`src/rtl/fpu_issue_ctrl.sv`:
```
// Issue controller for a fixed-latency, non-stallable FPU: credit-gated op issue,
// per-stage result tracking and an in-order first-word fall-through result FIFO.
module fpu_issue_ctrl #(
  parameter int FPU_LAT = 6,
  parameter int DEPTH   = 4,
  parameter int TAG_W   = 4
) (
  input  logic             clk,
  input  logic             reset,
  input  logic             req_valid,
  output logic             req_ready,
  input  logic [31:0]      req_a,
  input  logic [31:0]      req_b,
  input  logic [1:0]       req_op,
  input  logic [1:0]       req_rmode,
  input  logic [TAG_W-1:0] req_tag,
  output logic [31:0]      fpu_a,
  output logic [31:0]      fpu_b,
  output logic [1:0]       fpu_sel,
  output logic [1:0]       fpu_round_mode,
  output logic             fpu_start,
  input  logic [31:0]      fpu_y,
  input  logic             fpu_error,
  input  logic             fpu_overflow,
  output logic             rsp_valid,
  input  logic             rsp_ready,
  output logic [31:0]      rsp_y,
  output logic             rsp_error,
  output logic             rsp_overflow,
  output logic [TAG_W-1:0] rsp_tag,
  input  logic             flush,
  output logic             busy
);

  localparam int PTR_W = $clog2(DEPTH);
  localparam int CNT_W = PTR_W + 1;
  localparam logic [CNT_W:0] MAX_OUT = (CNT_W + 1)'(DEPTH);
  localparam logic [PTR_W:0] PTR_ONE = (PTR_W + 1)'(1);

  typedef struct packed {
    logic [31:0]      y;
    logic             error;
    logic             overflow;
    logic [TAG_W-1:0] tag;
  } rsp_t;

  logic [CNT_W-1:0] inflight_cnt;
  logic [CNT_W-1:0] fifo_cnt;
  logic [CNT_W:0]   outstanding;
  logic             accept;
  logic             push;
  logic             pop;
  logic             fifo_empty;
  logic             fifo_full;
  logic [PTR_W:0]   wr_ptr;
  logic [PTR_W:0]   rd_ptr;
  rsp_t             mem [DEPTH];
  rsp_t             head;
  logic [FPU_LAT:0] trk_valid;
  logic [TAG_W-1:0] trk_tag [FPU_LAT+1];

  // Both handshakes transfer on a rising edge where valid & ready are high; req_ready
  // depends only on registered counts plus reset/flush, never on req_valid or rsp_ready.
  assign outstanding = {1'b0, inflight_cnt} + {1'b0, fifo_cnt};
  assign req_ready   = !reset && !flush && (outstanding < MAX_OUT);
  assign accept      = req_valid && req_ready;
  assign push        = trk_valid[FPU_LAT] && !flush;
  assign fifo_empty  = (wr_ptr == rd_ptr);
  assign fifo_full   = (wr_ptr[PTR_W] != rd_ptr[PTR_W]) &&
                       (wr_ptr[PTR_W-1:0] == rd_ptr[PTR_W-1:0]);
  assign pop         = rsp_ready && !fifo_empty && !flush;

  always_ff @(posedge clk or posedge reset) begin
    if (reset) begin
      fpu_a          <= '0;
      fpu_b          <= '0;
      fpu_sel        <= '0;
      fpu_round_mode <= '0;
      fpu_start      <= 1'b0;
    end else begin
      fpu_start <= accept;
      if (accept) begin
        fpu_a          <= req_a;
        fpu_b          <= req_b;
        fpu_sel        <= req_op;
        fpu_round_mode <= req_rmode;
      end
    end
  end

  // The last tracking stage lines up with the cycle the FPU presents this op's result.
  always_ff @(posedge clk or posedge reset) begin
    if (reset) begin
      trk_valid <= '0;
    end else if (flush) begin
      trk_valid <= '0;
    end else begin
      trk_valid <= {trk_valid[FPU_LAT-1:0], accept};
    end
  end

  always_ff @(posedge clk) begin
    trk_tag[0] <= req_tag;
    for (int i = 1; i <= FPU_LAT; i++) begin
      trk_tag[i] <= trk_tag[i-1];
    end
  end

  always_ff @(posedge clk or posedge reset) begin
    if (reset) begin
      inflight_cnt <= '0;
      fifo_cnt     <= '0;
      wr_ptr       <= '0;
      rd_ptr       <= '0;
    end else if (flush) begin
      inflight_cnt <= '0;
      fifo_cnt     <= '0;
      wr_ptr       <= '0;
      rd_ptr       <= '0;
    end else begin
      inflight_cnt <= inflight_cnt + CNT_W'(accept) - CNT_W'(push);
      fifo_cnt     <= fifo_cnt + CNT_W'(push) - CNT_W'(pop);
      if (push) begin
        assert (!fifo_full);
        wr_ptr <= wr_ptr + PTR_ONE;
      end
      if (pop) begin
        rd_ptr <= rd_ptr + PTR_ONE;
      end
    end
  end

  always_ff @(posedge clk) begin
    if (push) begin
      mem[wr_ptr[PTR_W-1:0]] <= '{y: fpu_y, error: fpu_error, overflow: fpu_overflow,
                                  tag: trk_tag[FPU_LAT]};
    end
  end

  // Head fields read as zero while empty so stale entries never leak out.
  assign head         = mem[rd_ptr[PTR_W-1:0]];
  assign rsp_valid    = !fifo_empty;
  assign rsp_y        = rsp_valid ? head.y : '0;
  assign rsp_error    = rsp_valid && head.error;
  assign rsp_overflow = rsp_valid && head.overflow;
  assign rsp_tag      = rsp_valid ? head.tag : '0;
  assign busy         = (inflight_cnt != '0) || (fifo_cnt != '0);

endmodule

```
`config.mk`:
```
export PLATFORM = sky130hd
export DESIGN_NAME = fpu_issue_ctrl
export DESIGN_NICKNAME = d
export VERILOG_FILES = /design/src/rtl/fpu_issue_ctrl.sv
export SDC_FILE = /design/constraint.sdc
export NUM_CORES = 1
export LEC_CHECK = 0
export CORE_MARGIN = 2
export CORE_UTILIZATION = 42
export CTS_BUF_LIST = sky130_fd_sc_hd__clkbuf_2
export DETAILED_ROUTE_END_ITERATION = 10
export PLACE_DENSITY = 0.76
export SLEW_MARGIN = 15
export SYNTH_ARGS = -nofsm -noshare
export SYNTH_HDL_FRONTEND = slang
export SYNTH_SLANG_ARGS = --single-unit
```
`constraint.sdc`:
```
create_clock -name clk -period 9.5 [get_ports clk]
set_input_delay 0.95 -clock clk [delete_from_list [all_inputs] [get_ports clk]]
set_output_delay 0.95 -clock clk [all_outputs]
set_load 0.05 [all_outputs]
```
; ---- Word-level counts from Yosys, hierarchy flattened
; Memories as Yosys holds them, arrays and structs flattened.
; Index checks and enable logic that the tools add are counted.
[totals]
latch_bits = 0
word_cells = 48
reg_bits = 88
ram_bits = 180
n_memories = 2
output_inout_bits = 110
mem_bits_ro = 0
[mem_list]
columns = memory, words, word_bits, read_ports, rd_clocked_by_memory_dff, write_ports, line_no
row1 = mem, 4, 38, 1, 0, 1, 57  ; rsp_t mem [DEPTH];
row2 = trk_tag, 7, 4, 7, 0, 7, 60  ; logic [TAG_W-1:0] trk_tag [FPU_LAT+1];
[op_classes]
shifts = 0
reduce_logical = 16
multipliers = 0
div_mod_pow = 0
mux = 11
n_addsub = 7
order_cmp = 1
n_eq_ne = 1
bitwise = 0
[ops]
columns = operator, n
row1 = $mux W32, 1
row2 = $mux W3, 6
row3 = $logic_and A1 B1 Y1, 8
row4 = $mux W7, 1
row5 = $add A3 B1 Y3, 2
row6 = $add A3 B1 Y3 const B, 2
row7 = $reduce_bool A3 Y1, 2
row8 = $sub A3 B1 Y3, 2
row9 = $add A3 B3 Y4, 1
row10 = $lt A4 B3 Y1 const B, 1
row11 = $mux W4, 1
row12 = $reduce_bool A2 Y1, 2
row13 = $eq A3 B3 Y1, 1
row14 = $logic_not A1 Y1, 3
row15 = $mux W1, 2
row16 = $logic_or A1 B1 Y1, 1

; ---- Logic depth before layout (Yosys ltp)
[logic_depth]
ltp_word = 7
mapped_depth = 12
depth_no_buf = 10

; ---- Worst setup path after synthesis
; OpenSTA, ideal clock, no wires.
[synth_timing]
path_kind = in2out
start = input reset
end = output req_ready
t_required_ns = 8.550
path_slack_ns = 5.998
arrival_time_ns = 2.552
cell_stages = 2
cell_sequence = or4_4 > nor3_1
[synth_between]
elab_chain_len = 3
[synth_lines]
columns = item, line_no
row1 = "start, declared", 9  ; input logic reset,
row2 = $logic_not A1 Y1 (no source line), -
row3 = $logic_and A1 B1 Y1 (2 in series), 65  ; assign req_ready = !reset && !flush && (outstanding < MAX_OUT);
row4 = "end, declared", 11  ; output logic req_ready,
; Every way passes these cells.

; ---- Worst setup path in the final report
[layout_timing]
start = input flush
end = output req_ready
[layout_between]
elab_chain_len = 3
[layout_lines]
columns = item, line_no
row1 = "start, declared", 31  ; input logic flush,
row2 = $logic_not A1 Y1, 65
row3 = $logic_and A1 B1 Y1 (2 in series), 65
; Every way passes these cells.

==> results.md <==
* Row cnt at 57
* Initial Utilization at 42.4%
* Clock power share at 20.3%
* CP Capture Type: output port
* Post-synth net total at 644
* PortBufs at 220
* Drt total wl at 19,700 µm
* Nets@finish at 915
* Synth Flop Type: edfxtp_1
* VDD IR-drop max at 0.257 mV
* Drt pass-1 iters at 4
* Most frequent cell after synthesis: edfxtp_1
* DRC at 0
* CTS tree: built
* DIE WIDTH at 160 µm
* Hold Slack at 282 ps
* Clock slew seen by the registers of the worst setup and hold paths at 110 ps
* Worst Setup Path Type: input pin to output port
* Relative slew slack at 30.1%
* DRT antenna net count at 0
* Peak Freq at 227 MHz
* Vias per inst at 4.71
* Final Slew Violations at 0
* Top cells by area, synth: edfxtp_1, dfrtp_1, mux2_4
* Sequential share of the synthesized area at 71.4%
* EDFF count, synth at 152
* Sw Ratio at 37.8%
* Vias in the first global route at 5,928
* CP max FO at 23
* Post-CTS sizing at 0
* Die height at 160 µm
* Syn Std Cell Area at 10,300 µm²
* Final hold vios at 0
* Total placed cells including tap cells at 1,045
* Post-Synth Adder-Cell Area at 1.73%
* H-tree depth at 3
* Synth warn at 0
* First-pass GRT wire length at 30,900 µm
* Skew final at 81.0 ps
* PwrDens at 265 nW/µm²
* Initial drt markers at 215
* Routed vias at 5,517
* Mux share of post-synthesis cell area at 18.4%
* Ports at 221
* Post-Synth XOR/XNOR Area at 0.768%
* Cells after Synth at 520
* DP Wirelength at 12,200 µm
* Initial antenna violation count at 2
* Gpl congestion at 0.733
* Min Tclk post-route at 4410 ps
* Post-Place Worst Slack at 4830 ps
* Combinational power share at 38.6%
* Fin crit share at 46.4%
* Cts hold-fix bufs at 0
* Outcome: finished, final reports clean
* Main combinational cell family by area after synthesis: multiplexers
* Int Pwr at 2.19 mW
* Clock tree buffer depth at 3
* Crit path launch type: input pin
* Gr usage total at 15.5%
* Hold WC Path Type: flip-flop to flip-flop
* Final Util at 55.0%
* Setup bufs post-CTS at 0
* RSZ-0062 raised after global routing: false
* Remaining Overflow, GRT at 0
* FF+latch count, synth at 268
* Num CTS Buffers at 68
* Worst-margin pin slew at 1050 ps
* Async S/R FF share, synth at 32.8%
* Largest net degree at the start of global routing at 72
* Sum Neg Setup Slack at 0 ps
* CP required at 8550 ps
* Num Clock Sinks at 268
* Post-synth top area share at 44.5%
* Syn Area/Cell at 19.7 µm²
* Die area at 25,700 µm²
* Sequential share of power at 41.1%
* Arr. time, crit path at 3460 ps
* Post-Layout Cell Count at 1,171
* Synth cell count leaders: edfxtp_1, dfrtp_1, mux2_4
* Synth Area in Simple Gates at 4.73%
* Core ar. at 24,200 µm²
* Final WS setup at 5090 ps
* Final number of setup-violating endpoints at 0
* Area Growth Syn to Fin at 29.6%
* Synth cell types at 38
* CTS Root Cell: clkbuf_2
* Synth area leader: edfxtp_1
* Clock latency on the worst-skew pair at 760 ps
* Max_cap viols at 0
* Routed length per placed instance at 16.8 µm
* Net switching power at 1.33 mW
* LEAKAGE at 5.20 nW
* R2R Setup Slk at 6180 ps
* Layout cells sized above 1 at 26.8%
* Compound-Gate Fraction of Synth Area at 0.439%
-- state kept, by name (all words and copies together), names as in the netlist --
name,cells
fifo_cnt,3
fpu_a,32
fpu_b,32
fpu_round_mode,2
fpu_sel,2
fpu_start,1
inflight_cnt,3
mem,152
rd_ptr,3
trk_tag,28
trk_valid,7
wr_ptr,3
-- area by class of cell --
cell class	count	area [µm²]
clock inverter	23	91.3
tap	324	405
inverter	12	46.3
fill	1947	10900
antenna	4	10.0
clock buffer	99	495
sequential	268	7330
multi-input combinational	216	2680
timing repair buffer	225	2240
-- per-stage QoR --
step	total power, mW	cell area, µm²
6_report	3.52	13300
3_5_place_dp	2.84	12700
3_3_place_gp	2.84	12700
2_1_floorplan	2.39	10300
4_1_cts	3.58	13300
5_1_grt	3.70	13300
-- routing by layer --
layer,share of wire (%),vias to the layer above,GRT usage [%]
met4,1.7,0,6.47
met1,42,2695,19.1
met3,11,27,6.96
li1,-,2529,-
met5,0,-,0
met2,46,266,23.9
-- power groups by stage --
stage / Clock (mW) / Sequential, mW / Combinational [mW]
final: 0.717 / 1.45 / 1.36
after global routing: 0.812 / 1.46 / 1.42
after CTS: 0.757 / 1.45 / 1.38
after detailed placement: 0 / 1.46 / 1.38
after global placement: 0 / 1.47 / 1.36
after floorplan: 0 / 1.87 / 0.518
-- cell usage in the layout (no fill, tap or decap), types with 2 or more instances in the layout --
| cell | count |
|---|---|
| o21ai_0 | 3 |
| mux4_2 | 38 |
| nand2b_1 | 2 |
| clkdlybuf4s50_1 | 220 |
| nand2_1 | 5 |
| nor3_1 | 2 |
| dfxtp_1 | 28 |
| diode_2 | 4 |
| ha_1 | 11 |
| nor2_1 | 8 |
| xor2_1 | 6 |
| clkbuf_2 | 99 |
| dfrtp_1 | 86 |
| inv_2 | 5 |
| and2_2 | 4 |
| clkinv_2 | 2 |
| xnor2_1 | 3 |
| edfxtp_1 | 152 |
| buf_4 | 5 |
| or4_1 | 2 |
| clkinv_1 | 18 |
| inv_1 | 9 |
| mux2_4 | 67 |
| nor2b_1 | 47 |
| dfrtp_2 | 2 |
| fa_1 | 2 |
-- cells by family after synthesis --
group | count (synthesis)
and+or+nand+nor | 80
xor gates and xnor gates | 9
adders and majority gates | 13
DFF | 268
AOI/OAI and AO/OA | 7
buffers and inverters | 36
muxes | 107
-- critical path, stage by stage --
cell and delay (ps):
clkdlybuf4s50_1 820, or4_4 670, nor3_1 180, clkdlybuf4s50_1 820
-- worst paths after layout --
kind,from,to,cells past startpoint
worst max-delay path,flush,req_ready,4
min in group asynchronous,reset,wr_ptr[0],2
worst max register to register,fifo_cnt[2],inflight_cnt[2],10
worst min-delay path,trk_tag[2][0],trk_tag[3][0],0
max in group asynchronous,reset,fpu_b[19],3
worst min register to register,trk_tag[2][0],trk_tag[3][0],0
Power figures use the tool's default switching activity.
